===== src/rtl/daq_run_controller.sv =====
// rtl/daq_run_controller.sv - frames the DAQ test-data stream into header/data/trailer packets for the host FIFO
// Data words are paced by a divider in the bus_clk domain; FIFO-full stalls, host close aborts.
module daq_run_controller #(
    parameter int PKT_LEN  = 256,
    parameter int RATE_DIV = 3
) (
    input  logic        bus_clk,
    input  logic        reset,
    input  logic [7:0]  cfg_byte,
    input  logic        read_open,
    input  logic        fifo_full,
    output logic [31:0] fifo_din,
    output logic        fifo_wren,
    output logic        run_led,
    output logic [15:0] pkt_seq,
    output logic [15:0] stall_cnt
);

    localparam int               DIV_W     = (RATE_DIV > 1) ? $clog2(RATE_DIV) : 1;
    localparam logic [DIV_W-1:0] DIV_LAST  = DIV_W'(RATE_DIV - 1);
    localparam logic [15:0]      LAST_WORD = 16'(PKT_LEN - 1);
    localparam logic [15:0]      PKT_LEN_W = 16'(PKT_LEN);

    typedef enum logic [1:0] {
        ST_IDLE,
        ST_HEADER,
        ST_DATA,
        ST_TRAILER
    } state_t;

    state_t           state_q;
    logic             run_req_q;
    logic [15:0]      pkt_seq_q;
    logic [15:0]      stall_cnt_q;
    logic [15:0]      word_cnt_q;
    logic [31:0]      data_cnt_q;
    logic [DIV_W-1:0] div_cnt_q;

    logic word_valid;
    logic word_wr;
    logic word_stall;

    always_comb begin
        word_valid = (state_q == ST_HEADER) || (state_q == ST_TRAILER) ||
                     ((state_q == ST_DATA) && (div_cnt_q == DIV_LAST));
        word_wr    = word_valid && !fifo_full && read_open;
        word_stall = word_valid && fifo_full && read_open;
    end

    always_comb begin
        fifo_din = 32'h0;
        case (state_q)
            ST_HEADER:  fifo_din = {16'hA5A5, pkt_seq_q};
            ST_DATA:    fifo_din = data_cnt_q;
            ST_TRAILER: fifo_din = {16'h5A5A, PKT_LEN_W};
            default:    fifo_din = 32'h0;
        endcase
    end

    assign fifo_wren = word_wr;
    assign run_led   = (state_q != ST_IDLE);
    assign pkt_seq   = pkt_seq_q;
    assign stall_cnt = stall_cnt_q;

    always_ff @(posedge bus_clk) begin
        if (reset) begin
            state_q     <= ST_IDLE;
            run_req_q   <= 1'b0;
            pkt_seq_q   <= 16'h0;
            stall_cnt_q <= 16'h0;
            word_cnt_q  <= 16'h0;
            data_cnt_q  <= 32'h0;
            div_cnt_q   <= '0;
        end else begin
            run_req_q <= (cfg_byte == 8'hFF) && read_open;
            if (!read_open) begin
                // Host closed the stream: drop the packet and restart numbering on reopen.
                state_q    <= ST_IDLE;
                pkt_seq_q  <= 16'h0;
                word_cnt_q <= 16'h0;
                data_cnt_q <= 32'h0;
                div_cnt_q  <= '0;
            end else begin
                if (word_stall && (stall_cnt_q != 16'hFFFF)) begin
                    stall_cnt_q <= stall_cnt_q + 16'd1;
                end
                case (state_q)
                    ST_IDLE: begin
                        if (run_req_q) begin
                            state_q <= ST_HEADER;
                        end
                    end
                    ST_HEADER: begin
                        if (word_wr) begin
                            state_q    <= ST_DATA;
                            word_cnt_q <= 16'h0;
                            div_cnt_q  <= '0;
                        end
                    end
                    ST_DATA: begin
                        if (word_wr) begin
                            data_cnt_q <= data_cnt_q + 32'd1;
                            word_cnt_q <= word_cnt_q + 16'd1;
                            div_cnt_q  <= '0;
                            if (word_cnt_q == LAST_WORD) begin
                                state_q <= ST_TRAILER;
                            end
                        end else if (div_cnt_q != DIV_LAST) begin
                            div_cnt_q <= div_cnt_q + DIV_W'(1);
                        end
                    end
                    ST_TRAILER: begin
                        if (word_wr) begin
                            pkt_seq_q <= pkt_seq_q + 16'd1;
                            state_q   <= run_req_q ? ST_HEADER : ST_IDLE;
                        end
                    end
                    default: state_q <= ST_IDLE;
                endcase
            end
        end
    end

endmodule


===== config.mk =====
export PLATFORM = sky130hd
export DESIGN_NAME = daq_run_controller
export DESIGN_NICKNAME = d
export VERILOG_FILES = /design/src/rtl/daq_run_controller.sv
export SDC_FILE = /design/constraint.sdc
export NUM_CORES = 1
export LEC_CHECK = 0
export ABC_CLOCK_PERIOD_IN_PS = 4000
export CAP_MARGIN = 10
export CELL_PAD_IN_SITES_DETAIL_PLACEMENT = 1
export CELL_PAD_IN_SITES_GLOBAL_PLACEMENT = 1
export CORE_MARGIN = 2
export CORE_UTILIZATION = 42
export DETAILED_ROUTE_END_ITERATION = 16
export GPL_TIMING_DRIVEN = 0
export PLACE_DENSITY_LB_ADDON = 0.1
export SYNTH_ARGS = -nofsm -noshare
export SYNTH_HDL_FRONTEND = slang
export SYNTH_SLANG_ARGS = --single-unit

===== constraint.sdc =====
create_clock -name bus_clk -period 4 [get_ports bus_clk]
set_input_delay 0.8 -clock bus_clk [delete_from_list [all_inputs] [get_ports bus_clk]]
set_output_delay 0.8 -clock bus_clk [all_outputs]
set_load 0.01 [all_outputs]

==> flow_summary_export.csv <==
group,metric,value,unit
run_status,outcome,"finished, final reports clean",
placed_design,finalWeightedCongestion,0.841,
worst_setup_path,ff2ff_setup_slack,1.45,ns
synth,synth-seq-cells,85,
clocking,cts_setup_buffers,0,
sta,skew,0.0116,ns
grt,grt-ovfl-total,0,
synth,synth_common_cells,"103 x nor2_1, 85 x dfxtp_1, 41 x xor2_1, 36 x nand4_1, 29 x nand3_1",
clocking,clk_latency,0.37,ns
power_and_ir_drop,p_leak,1.84,nW
worst_setup_path,arrival,2.87,ns
die,initial_utilization,43.2,%
sta,slew-limit-headroom,36.7,%
clocking,cts_buffer_depth,2,
finish,final_layout_size_suffix_gt1_share,5.46,%
placed_design,port_buffers,76,
finish,antenna_cells,0,
grt,grt_util_all_layers,24.1,%
routing,drc_errors,0,
synth,synth_fp_nets,573,
routing,num_vias,4437,
placed_design,dpl.cell_count,763,
worst_setup_path,cp_max_fo,10,
synth,ys_async_sr_fraction,0,%
clocking,cts_max_level,3,
synth,synth_edf_count,0,
worst_setup_path,start_kind,"flip-flop",
synth,synth.avg_cell_area,8.10,um2
sta,drv_slew,0,
synth,yosys_warnings,0,
sta,fin_tns_setup,0,ns
grt,grt_max_degree,14,
die,ioPinCount,78,
synth,seq_area_frac_synth,38.1,%
min_path,min_path_type,"reg2reg",
die,core,10300,um2
die,die_area,11500,um2
synth,netlist_top_cells_area,"dfxtp_1 38%, nor2_1 8.7%, xor2_1 8.0%",
worst_setup_path,cp_data_required_time,3.20,ns
clocking,clkSinkCount,85,
grt,grt_antenna_before_repair,0,
finish,layout.cells.non_filler,777,
die,die_x,107,um
routing,via_per_inst,5.71,
sta,hold_violations,0,
flow_run,drv_cap,0,
synth,syn_area,4460,um2
routing,wl,13400,um
worst_setup_path,endpoint_kind,"primary output",
clocking,clkSlewWorstSetupHoldPaths,0.09,ns
synth,syn_inst,551,
sta,setup_violations,0,
finish,nets,659,
finish,fillers,1253,
synth,synth_top_cell_by_area,"dfxtp_1",
synth,yosysTopAreaCellShare,38.1,%
synth,yosysMostFrequentCell,"nor2_1",
min_path,min_path_cells,2,
power_and_ir_drop,ir_worst_vdd,0.133,mV
clocking,cts_tree,"done",
sta,worstMarginPinSlew,0.941,ns
grt,grt_first_pass_wirelength,22000,um
sta,rsz0062_at_grt,"no",
sta,min_period,3.67,ns
routing,wl_per_cell,17.2,um
routing,ant_nets,0,
routing,dr.pass1.iters,4,
clocking,cts_buffers,9,
clocking,cts_root_buffer,"clkbuf_8",
routing,drtIter0Drc,135,
clocking,cts_hold_buf,0,
sta,period_share,91.7,%
grt,first_global_vias,4417,
sta,max_freq,273,MHz
worst_setup_path,crit_type,"reg2out",
worst_setup_path,worstRegToRegCells,8,
die,die_h,107,um
die,core.rowCount,37,
power_and_ir_drop,powerDensity,272,nW/um2
finish,syn_to_final_growth,25.3,%
placed_design,place_hpwl,9750,um
synth,ys_types,49,
synth,synth_ff_type,"dfxtp_1",
## power breakdown
| part | total [W] | internal [W] | switching, W |
|---|---|---|---|
| Clock | 0.000640 | 0.000317 | 0.000323 |
| Combinational | 0.0000364 | 0.0000138 | 0.0000226 |
| Sequential | 0.000845 | 0.000845 | 0.0000000182 |
| Total | 0.00152 | 0.00118 | 0.000346 |
## flip-flops by register name, summed over array words and instances, names as in the netlist
signal,flops
data_cnt_q,32
word_cnt_q,16
pkt_seq,16
stall_cnt,16
div_cnt_q,2
state_q,2
run_req_q,1
## worst paths after layout
kind	startpoint	endpoint
worst min-delay path	word_cnt_q[14]	word_cnt_q[14]
worst min register to register	word_cnt_q[14]	word_cnt_q[14]
worst max-delay path	state_q[1]	fifo_din[1]
worst max register to register	state_q[0]	word_cnt_q[13]
## cell type report
cell class	instances	area [um2]	share of cell area, %
well taps	136	170	3.04
inverters	12	45.0	0.806
flip-flops and latches	85	1700	30.4
clock inverters	4	47.5	0.851
clock buffers	11	151	2.71
plain buffers	25	109	1.95
repair buffers	76	761	13.6
multi-input cells	428	2600	46.6
## worst max-delay path: stages (launching register included)
cell and delay, ns:
dfxtp_1 0.37, inv_1 0.12, ha_1 0.26, clkbuf_1 0.43, clkbuf_1 0.41, a22oi_1 0.15, nor2_1 0.19, clkdlybuf4s50_1 0.57
## cell families (layout without fill, tap and decap cells)
| kind of cell | Yosys count | after routing | share of synthesized area [%] |
|---|---|---|---|
| AO/OA/AOI/OAI | 87 | 87 | 12.9 |
| multiplexers | 3 | 3 | 0.673 |
| flip-flops | 85 | 85 | 38.1 |
| XOR/XNOR | 57 | 57 | 11.2 |
| buffers and inverters | 38 | 128 | 3.51 |
| adder cells (fa/ha/maj) | 10 | 10 | 2.80 |
| AND/OR/NAND/NOR | 271 | 271 | 30.8 |
## metal layers
metal  GRT usage (%)  routed length, um  vias to the layer above
li1                -                  -                     2136
met1            31.8               6300                     2190
met2            39.9               6380                       92
met3            3.22                467                       19
met4            9.00                210                        0
met5               0                  0                        -
## per-stage QoR
stage | util, % | setup WS (ns) | total power (W) | hold WS, ns | instance area, um2
floorplan | - | 1.60 | 0.000881 | 0.454 | 4460
global placement | 52.2 | 0.561 | 0.000901 | 0.470 | 5390
detailed placement | 52.2 | 0.519 | 0.000901 | 0.487 | 5390
CTS | 54.2 | 0.0945 | 0.00153 | 0.515 | 5590
global route | 54.1 | 0.114 | 0.00156 | 0.545 | 5590
finish | 54.1 | 0.330 | 0.00152 | 0.509 | 5590
## placed cells by master, fill, tap and decap left out, drive strengths merged, types with 4 or more instances in the layout
cell           count
a211oi             5
a21o              10
a21oi             23
a22oi             15
and2               8
and3              13
and4               4
buf                7
clkbuf            29
clkdlybuf4s50     76
dfxtp             85
ha                10
inv               12
nand2             28
nand3             29
nand4             36
nor2             103
nor3              17
nor4               9
o21ai             16
or3                8
or4                5
xnor2             16
xor2              41
## repair_timing
| action | CTS | global route |
|---|---|---|
| resized for setup | 0 | 2 |
| endpoints found under the hold margin | 0 | 0 |
| setup endpoints to repair | 0 | 6 |
Power figures use the tool's default switching activity.
